## config.mk

```make
export PLATFORM = sky130hd
export DESIGN_NAME = conversor_bcd
export DESIGN_NICKNAME = d
export VERILOG_FILES = /design/src/rtl/conversor_bcd_pkg.sv /design/src/rtl/corrector_bcd.sv /design/src/rtl/conversor_bcd.sv
export SDC_FILE = /design/constraint.sdc
export NUM_CORES = 1
export LEC_CHECK = 0
export CAP_MARGIN = 30
export CORE_MARGIN = 3
export CORE_UTILIZATION = 30
export DETAILED_ROUTE_END_ITERATION = 10
export SYNTH_ARGS = -nofsm -noshare
export SYNTH_HDL_FRONTEND = slang
export SYNTH_SLANG_ARGS = --single-unit
```

## constraint.sdc

```tcl
create_clock -name clock -period 2.3 [get_ports clock]
set_input_delay 0.345 -clock clock [delete_from_list [all_inputs] [get_ports clock]]
set_output_delay 0.345 -clock clock [all_outputs]
set_load 0.02 [all_outputs]
```

## src/rtl/conversor_bcd_pkg.sv

```systemverilog
// Shared definitions for the sequential binary-to-BCD converter.
package conversor_bcd_pkg;

  localparam int unsigned ANCHO_DEF   = 16;
  localparam int unsigned DIGITOS_DEF = 5;
  localparam int unsigned CORRECCION  = 3;

  typedef enum logic [1:0] {
    REPOSO   = 2'd0,
    DESPLAZA = 2'd1,
    FIN      = 2'd2
  } estado_t;

endpackage

```

## src/rtl/corrector_bcd.sv

```systemverilog
// Per-digit double-dabble correction: digits of 5 or more get 3 added before the shift.
module corrector_bcd
  import conversor_bcd_pkg::*;
(
  input  logic [3:0] digito,
  output logic [3:0] digito_c
);

  always_comb begin
    digito_c = digito;
    if (digito >= 4'd5) begin
      digito_c = digito + 4'(CORRECCION);
    end
  end

endmodule

```

## src/rtl/conversor_bcd.sv

```systemverilog
// Sequential shift-add-3 binary-to-BCD converter with leading-zero blank mask.
module conversor_bcd
  import conversor_bcd_pkg::*;
#(
  parameter int unsigned ANCHO   = ANCHO_DEF,
  parameter int unsigned DIGITOS = DIGITOS_DEF
) (
  input  logic                   clock,
  input  logic                   reset_n,
  input  logic [ANCHO-1:0]       numero,
  input  logic                   cargar,
  output logic                   ocupado,
  output logic                   listo,
  output logic [4*DIGITOS-1:0]   bcd,
  output logic [DIGITOS-1:0]     apagar
);

  localparam int unsigned BCD_W = 4 * DIGITOS;
  localparam int unsigned CNT_W = $clog2(ANCHO + 1);
  localparam int unsigned DES_W = BCD_W + ANCHO;
  localparam logic [DIGITOS-1:0] APAGAR_RST = {{(DIGITOS-1){1'b1}}, 1'b0};

  estado_t             state_q, state_d;
  logic [BCD_W-1:0]    scratch_q, scratch_d;
  logic [ANCHO-1:0]    shift_q, shift_d;
  logic [CNT_W-1:0]    cnt_q, cnt_d;
  logic [BCD_W-1:0]    bcd_d;
  logic [DIGITOS-1:0]  apagar_d;
  logic                listo_d;
  logic                ocupado_d;

  logic [BCD_W-1:0]    corregido_c;
  logic [DES_W-1:0]    desplazado_c;
  logic [DIGITOS-1:0]  mascara_c;
  logic                cero_c;

  for (genvar g = 0; g < DIGITOS; g++) begin : g_corr
    corrector_bcd u_corr (
      .digito   (scratch_q[4*g +: 4]),
      .digito_c (corregido_c[4*g +: 4])
    );
  end

  // Blank a digit only when it and every more significant digit are zero.
  always_comb begin
    mascara_c = '0;
    cero_c    = 1'b1;
    for (int i = int'(DIGITOS) - 1; i >= 1; i--) begin
      cero_c       = cero_c & (scratch_q[4*i +: 4] == 4'd0);
      mascara_c[i] = cero_c;
    end
  end

  always_ff @(posedge clock or negedge reset_n) begin
    if (!reset_n) begin
      state_q   <= REPOSO;
      scratch_q <= '0;
      shift_q   <= '0;
      cnt_q     <= '0;
      bcd       <= '0;
      apagar    <= APAGAR_RST;
      listo     <= 1'b0;
      ocupado   <= 1'b0;
    end else begin
      state_q   <= state_d;
      scratch_q <= scratch_d;
      shift_q   <= shift_d;
      cnt_q     <= cnt_d;
      bcd       <= bcd_d;
      apagar    <= apagar_d;
      listo     <= listo_d;
      ocupado   <= ocupado_d;
    end
  end

  always_comb begin
    state_d      = state_q;
    scratch_d    = scratch_q;
    shift_d      = shift_q;
    cnt_d        = cnt_q;
    bcd_d        = bcd;
    apagar_d     = apagar;
    listo_d      = 1'b0;
    desplazado_c = {corregido_c, shift_q} << 1;

    case (state_q)
      REPOSO: begin
        if (cargar) begin
          shift_d   = numero;
          scratch_d = '0;
          cnt_d     = '0;
          state_d   = DESPLAZA;
        end
      end
      DESPLAZA: begin
        {scratch_d, shift_d} = desplazado_c;
        cnt_d = cnt_q + CNT_W'(1);
        if (cnt_q == CNT_W'(ANCHO - 1)) begin
          state_d = FIN;
        end
      end
      FIN: begin
        bcd_d    = scratch_q;
        apagar_d = mascara_c;
        listo_d  = 1'b1;
        state_d  = REPOSO;
      end
      default: begin
        state_d = REPOSO;
      end
    endcase

    ocupado_d = (state_d != REPOSO);
  end

endmodule

```

[After elaboration in Yosys (flattened, before gate mapping)]
Index checks and enable logic that the tools add are counted.
Word-level totals
  output and inout bits: 27
  register bits: 69
  memory bits (read-only): 0
  memories kept: 0
  bits in writable memories: 0
  latch bits: 0
Operators by class
  magnitude comparators: 5
  multiplexer cells: 15
  div/mod/pow operators: 0
  shift operators: 0
  reduce and logical (&&, ||, !) cells: 8
  equality and inequality tests: 4
  multipliers: 0
  $add $sub $neg: 6
  bitwise operators: 3
Operators with widths (number)
  $pmux 20 s2: 1
  $pmux 16 s2: 1
  $ge 4x3->1 const B: 5
  $mux 20: 1
  $add 4x2->4 const B: 4
  $logic_not 4->1: 4
  $mux 16: 1
  $mux 4: 4
  $pmux 5 s2: 1
  $add 5x1->5 const B: 1
  $eq 5x4->1 const B: 1
  $mux 5: 1
  $mux 2: 2
  $pmux 2 s2: 1
  $reduce_bool 2->1: 2
  $add 3x2->3 const B: 1
  $and 1x1->1: 3
  $mux 3: 1
  $eq 2x1->1 const B: 1
  $eq 2x2->1 const B: 1
  $logic_not 2->1: 1
  $ne 2x2->1 const B: 1
  $reduce_and 2->1: 1
  $mux 1: 1

[Depth between registers and ports, before layout]
Gate-level depths: netlist of the first run.
  depth after elaboration: 4
  depth in mapped cells: 6

[Hierarchy]
From an unflattened synthesis of the first run, not the netlist that was laid out.
Unflattened totals
  cells, all modules: 294
  area total of the unflattened synthesis: 3314.4 sq um
By module, submodules not included
  conversor_bcd: area an instance 2807.7 sq um, seq. area each 1731.7 sq um, times used 1, cells an instance 214
  corrector_bcd: area an instance 101.3 sq um, seq. area each 0.0 sq um, times used 5, cells an instance 16

[Worst setup path before layout of the first run]
OpenSTA, ideal clock, no wires.
  path type: register -> register
  start: register scratch_q[16]
  end: register apagar[1]
  stages on the path, launching flop included: 7
  arrival: 2.100 ns
  clock period less this slack: 2.172 ns
  data required time: 2.228 ns
  path slack: 0.128 ns
  cell sequence: dfrtp_1 -> inv_1 -> ha_1 -> or3b_1 -> or4b_1 -> or4b_1 -> o21ai_1
On the way
  longest elaborated chain between the ends: 4
Ends and longest elaborated chain
  start, declared: RTL line conversor_bcd.sv:24  | logic [BCD_W-1:0] scratch_q, scratch_d;
  start signal, assigned: RTL line conversor_bcd.sv:66  | scratch_q <= scratch_d;
  $logic_not 4->1: RTL line conversor_bcd.sv:49  | cero_c = cero_c & (scratch_q[4*i +: 4] == 4'd0);
  $and 1x1->1 (3 in series): RTL line conversor_bcd.sv:49
  end signal, assigned: RTL line conversor_bcd.sv:70  | apagar <= apagar_d;
  end, declared: RTL line conversor_bcd.sv:15  | output logic [DIGITOS-1:0] apagar
Every way passes these cells.
A chain may end at the register's enable or synchronous reset.

[Worst setup path after layout of the first run]
Ends and elaborated chain as after synthesis.

==> impl_metrics.csv, run 1 <==
group,metric,value,unit
synthesis,ys_seq_elements,69,
setup_path,cp_slowest_cell,"or4b_1",
floorplan,start_util,0.313,
global_routing,grt_start_max_net_pins,40,
detailed_routing,wirelength,6.53,mm
synthesis,syn_inst,289,
synthesis,seq_area_frac_synth,0.558,
detailed_routing,route.detailed.drc,0,
synthesis,syn_avg_cell_area,10.7,um^2
job,cap_violations,0,
setup_path,crit_start,"scratch_q[16]",
floorplan,die_h,108,um
timing,fin_crit,2.21,ns
synthesis,synth.distinct_cells,35,
synthesis,syn-cell-area,3110,um^2
timing,setup_viol,0,
layout,utilization,0.406,
clock_tree,cts.htree.levels,3,
status,status,"finished, final reports clean",
clock_tree,clk_pin_slew_worst_paths,0.08,ns
timing,fin_crit_sh,0.961,
pwr,ir_worst_vdd,0.454,mV
synthesis,synth_enable_flop_cells,0,
setup_path,worstSetupEndpointType,"flop",
clock_tree,clkLatencyLatePin,0.35,ns
detailed_routing,routed-via-count,2299,
global_routing,grt-ovfl-total,0,
timing,drv_slew,0,
detailed_routing,first_iter_violations,74,
timing,tns,0,ns
timing,clock-skew-final,0.00730,ns
setup_path,path_max_fanout,2,
setup_path,cp_cell_sequence,"inv_1 -> ha_2 -> or3b_4 -> or4b_4 -> or4b_1 -> o21ai_1",
clock_tree,clock-sinks,69,
global_routing,grt_pass1_wl,11.1,mm
detailed_routing,wire_per_inst,13.6,um
synthesis,synth_flop_cell,"dfrtp_1",
setup_path,critPathMaxStageDelay,0.50,ns
clock_tree,clk_path_buf_depth,2,
hold_path,min_path_type,"reg -> reg",
clock_tree,cts_tree,"done",
clock_tree,post_cts_buffers,0,
layout,drive_above_1_share,0.141,
placed_design,io_buffers,44,
timing,rsz0062_at_grt,"no",
detailed_routing,firstDrtPassIters,4,
synthesis,synth_warnings,0,
setup_path,path_class,"reg -> reg",
setup_path,worstPathArrival,2.49,ns
floorplan,core_region_area,9910,um^2
pwr,finalPower,4.94,mW
pwr,p_leak,1.72,nW
synthesis,async_flop_share,1.00,
placed_design,dp.cells,463,
layout,num_antenna_cells,0,
floorplan,pin_count,46,
clock_tree,numCtsBuffers,9,
global_routing,antenna_found_initial,0,
floorplan,die-area,11600,um^2
hold_path,holdCritStartpoint,"apagar[2]",
global_routing,grt_pass1_vias,2299,
global_routing,grt_usage,0.121,
detailed_routing,vias_per_cell,4.79,
timing,fmax,453,MHz
placed_design,place_congestion,0.766,
timing,hold_viol,0,
pwr,power_density,1230,nW/um^2
layout,finalNetCount,376,
setup_path,start_kind,"flop",
floorplan,die-width,108,um
setup_path,rr_startpoint,"scratch_q[16]",
setup_path,required,2.58,ns
placed_design,hpwlAfterDp,4.42,mm
layout,syn2layout_area_growth,29.4,%
detailed_routing,drtAntennaViolNets,0,
clock_tree,root_buffer,"clkbuf_8",
synthesis,syn-num-nets,323,
floorplan,core.rowCount,36,
layout,instances_no_fill,480,
-- flip-flops by register name, indices dropped and copies added, names as in the netlist --
| register | flops |
|---|---|
| cnt_q | 5 |
| bcd | 20 |
| scratch_q | 20 |
| shift_q | 16 |
| listo | 1 |
| ocupado | 1 |
| apagar | 4 |
| state_q | 2 |
-- final timing paths --
kind,endpoint,slack [ns],cells past startpoint
worst min register to register,apagar[2],0.46,2
max in group asynchronous,shift_q[2],1.14,3
worst min-delay path,apagar[2],0.46,2
worst max register to register,apagar[1],0.09,6
worst max-delay path,apagar[1],0.09,6
min in group asynchronous,bcd[4],0.49,2
-- cell families after synthesis --
| family | Yosys count | synth area share |
|---|---|---|
| other | 1 | 0.00121 |
| and+or+nand+nor | 65 | 0.0995 |
| muxes | 10 | 0.0363 |
| DFF | 69 | 0.558 |
| adders and majority gates | 15 | 0.0604 |
| AOI/OAI and AO/OA | 91 | 0.188 |
| xor gates and xnor gates | 6 | 0.0169 |
| buffers and inverters | 32 | 0.0399 |
-- cell usage in the layout (no fill, tap or decap), types with 7 or more instances in the layout --
master           synthesis  final
o21ai_0                 33     33
a21oi_1                 10     10
dfrtp_1                 65     65
o22ai_1                  9      9
a22oi_1                 14     14
inv_1                   14     13
clkdlybuf4s50_1          0     43
clkbuf_8                 0      9
mux2_2                  10     10
nand2_1                 36     36
nand2b_1                 7      7
ha_1                    15     14
buf_4                    1     13
-- routing by layer --
metal	share of wire	up-vias	wire length, um	GRT usage
met4	0.014	0	93	0.0514
met5	0	-	0	0
met1	0.49	1096	3170	0.162
met3	0.050	8	327	0.0312
li1	-	1136	-	-
met2	0.45	59	2940	0.187
-- timing repair --
action,CTS,global route
setup endpoints to repair,0,2
gates resized for setup,0,4
hold buffers,1,0
hold endpoints to repair,19,0
-- Yosys cell counts, types with 5 or more instances --
master	instances	share of area
dfrtp_1	65	0.52
nand2_1	36	0.044
o21ai_0	33	0.053
clkbuf_1	16	0.019
ha_1	15	0.060
a22oi_1	14	0.034
inv_1	14	0.017
a21oi_1	10	0.016
mux2_2	10	0.036
o22ai_1	9	0.018
nand2b_1	7	0.014
a32o_1	6	0.019
nand3_1	5	0.0081
nor2_1	5	0.0060
o311ai_0	5	0.014
o31ai_1	5	0.012
xnor2_1	5	0.014
-- worst max-delay path, delay by kind of cell (launching register included) --
family | cells | cell delay, ns
AO/OA/AOI/OAI | 1 | 0.15
adder cells (fa/ha/maj) | 1 | 0.18
buffers and inverters | 1 | 0.08
flip-flops | 1 | 0.39
AND/OR/NAND/NOR | 3 | 1.35
-- through the flow --
stage / instance area (um^2) / setup slack (ns) / hold slack, ns
2_1_floorplan: 3110 / 0.128 / 0.0494
3_3_place_gp: 3760 / 0.130 / 0.339
5_1_grt: 4020 / 0.00879 / 0.491
4_1_cts: 4010 / 0.0752 / 0.466
6_report: 4020 / 0.0903 / 0.462
3_5_place_dp: 3760 / 0.0929 / 0.333
-- power by group --
group          switching, mW  internal (mW)  total, mW
registers              0.303           1.62       1.92
logic                  0.972          0.866       1.84
clock network          0.467          0.720       1.19
total                   1.74           3.20       4.94
-- cell type report --
cell class / instances / area, um^2
fillers: 976 / 5890
flip-flops and latches: 69 / 1730
multi-input cells: 188 / 1260
repair buffers: 59 / 563
well taps: 133 / 166
clock buffers: 10 / 128
clock inverters: 6 / 111
inverters: 15 / 56.3
No activity file was read; power rests on OpenSTA's default activity.
==> inputs of run 2 (changes only) <==
Settings changed: CAP_MARGIN 30 to not set, PLACE_DENSITY set to 0.5, REMOVE_ABC_BUFFERS set to 1.
==> run 2 against run 1 <==
  * Clock skew fell by 0.0020 ns
  * Combinational power barely moved
  * Critical path depth did not move
  * Via count rose by 1.1%
  * Core utilization fell by 0.11 points
  * Final cell count rose by 0.21%
  * Routed wire length rose by 0.38%
  * Final area fell by 0.28%
  * Power fell by 1.6%
  * Global-route usage rose by 0.25 points
  * Setup slack improved by 0.0034 ns
  * Non-clock buffer count rose by 1
  * Critical path type unchanged
  * Critical endpoint unchanged
==> impl_metrics.csv, run 2 (synthesis results as in run 1) <==
group,metric,value,unit
clock_tree,clk_pin_slew_worst_paths,0.07,ns
global_routing,grt-ovfl-total,0,
status,status,"finished, final reports clean",
clock_tree,cts.htree.levels,3,
floorplan,core_region_area,9910,um^2
setup_path,required,2.57,ns
layout,num_antenna_cells,0,
clock_tree,clk_path_buf_depth,2,
layout,final_cell_mix,"dfrtp_1 (65), clkdlybuf4s50_1 (43), nand2_1 (36)",
detailed_routing,wirelength,6.56,mm
detailed_routing,wire_per_inst,13.6,um
pwr,power_density,1210,nW/um^2
pwr,p_leak,1.73,nW
clock_tree,cts_tree,"done",
timing,hold_viol,0,
global_routing,busiest_layer,"met2",
clock_tree,root_buffer,"clkbuf_8",
setup_path,worstPathArrival,2.48,ns
placed_design,place_congestion,0.838,
setup_path,worstSetupEndpointType,"flop",
job,cap_violations,0,
detailed_routing,drtAntennaViolNets,0,
layout,layout_commonest_cell,"dfrtp_1",
floorplan,die-area,11600,um^2
floorplan,die_h,108,um
timing,fmax,453,MHz
timing,fin_crit,2.21,ns
timing,tightest_slew,0.658,ns
global_routing,met1_usage,0.171,
layout,largest_registers,"bcd: 20 flops, scratch_q: 20 flops, shift_q: 16 flops",
global_routing,antenna_found_initial,0,
layout,utilization,0.404,
timing,relSlewSlack,0.562,
global_routing,grt_usage,0.124,
floorplan,die-width,108,um
detailed_routing,firstDrtPassIters,4,
placed_design,io_buffers,44,
floorplan,core.rowCount,36,
placed_design,dpl_cell_area,3770,um^2
timing,rsz0062_at_grt,"no",
timing,clock-skew-final,0.00532,ns
global_routing,grt_pass1_vias,2320,
placed_design,dp.cells,465,
detailed_routing,first_iter_violations,103,
detailed_routing,route.detailed.drc,0,
clock_tree,numCtsBuffers,9,
setup_path,path_class,"reg -> reg",
floorplan,start_util,0.313,
detailed_routing,vias_per_cell,4.83,
detailed_routing,routed-via-count,2324,
pwr,ir_worst_vdd,0.305,mV
global_routing,grt_pass1_wl,11.4,mm
clock_tree,post_cts_buffers,0,
layout,instances_no_fill,481,
timing,fin_crit_sh,0.959,
floorplan,pin_count,46,
clock_tree,post_cts_hold_buffer_count,0,
global_routing,grt_use_met3,0.0282,
clock_tree,clock-sinks,69,
setup_path,start_kind,"flop",
placed_design,hpwlAfterDp,4.46,mm
global_routing,grt_start_max_net_pins,34,
setup_path,path_max_fanout,4,
layout,finalNetCount,377,
hold_path,min_path_type,"in -> async",
global_routing,met2_usage,0.188,
timing,setup_viol,0,
layout,drive_above_1_share,0.144,
layout,stdcell_area,4010,um^2
clock_tree,clkLatencyLatePin,0.34,ns
timing,drv_slew,0,
layout,syn2layout_area_growth,29.0,%
==> run 2: cell count changes in the layout (fill, tap and decap cells not counted), sizes merged <==
cell,delta
buf,+2
bufinv,-1
clkbuf,+2
clkinvlp,-1
dlygate4sd3,-1
==> run 2: per-layer routing <==
metal / part of all wire / wire (um) / up-vias
met5: 0 / 0 / -
met2: 0.44 / 2860 / 57
li1: - / - / 1137
met3: 0.048 / 317 / 9
met1: 0.50 / 3290 / 1121
met4: 0.013 / 87 / 0
==> run 2: through the flow <==
stage | setup WS [ns] | TNS (ns) | hold WS [ns] | power (mW)
after floorplan | -0.184 | -2.89 | 0.0494 | 3.09
after global placement | 0.102 | 0 | 0.421 | 3.73
after detailed placement | 0.0412 | 0 | 0.428 | 3.77
after CTS | 0.0229 | 0 | 0.0473 | 4.91
after global routing | 0.00206 | 0 | 0.0640 | 5.27
final | 0.0937 | 0 | 0.0314 | 4.86
==> run 2: cell type report <==
cell class | instances | area [um^2]
inverters | 15 | 56.3
repair buffers | 60 | 568
flip-flops and latches | 69 | 1730
multi-input cells | 188 | 1260
clock inverters | 4 | 70.1
fillers | 1013 | 5900
clock buffers | 12 | 155
well taps | 133 | 166
==> run 2: critical path: stages (launching register included) <==
cell and delay (ns):
dfrtp_1 0.39, inv_2 0.08, ha_1 0.15, or3b_4 0.38
or4b_4 0.50, or4b_4 0.49, o21ai_1 0.14
==> run 2: what timing repair did <==
| item | in CTS | in global routing |
|---|---|---|
| gates resized for setup | 0 | 4 |
| hold endpoints to repair | 0 | 0 |
| endpoints found under the setup margin | 0 | 2 |
==> run 2: final timing paths <==
path / start / cells past startpoint / slack [ns] / to
hold reg to reg: apagar[2] / 2 / 0.46 / apagar[2]
setup / recovery: scratch_q[17] / 6 / 0.09 / apagar[1]
max in group asynchronous: reset_n / 2 / 1.63 / cnt_q[1]
hold / removal: reset_n / 1 / 0.03 / scratch_q[11]
setup reg to reg: scratch_q[17] / 6 / 0.09 / apagar[1]
min in group clock: apagar[2] / 2 / 0.46 / apagar[2]
==> run 2: report_power, final <==
group          switching [mW]  internal, mW  total [mW]  leakage [nW]
Combinational           0.966         0.867        1.83         0.720
Clock                   0.451         0.667        1.12         0.116
Sequential              0.298          1.62        1.91         0.894
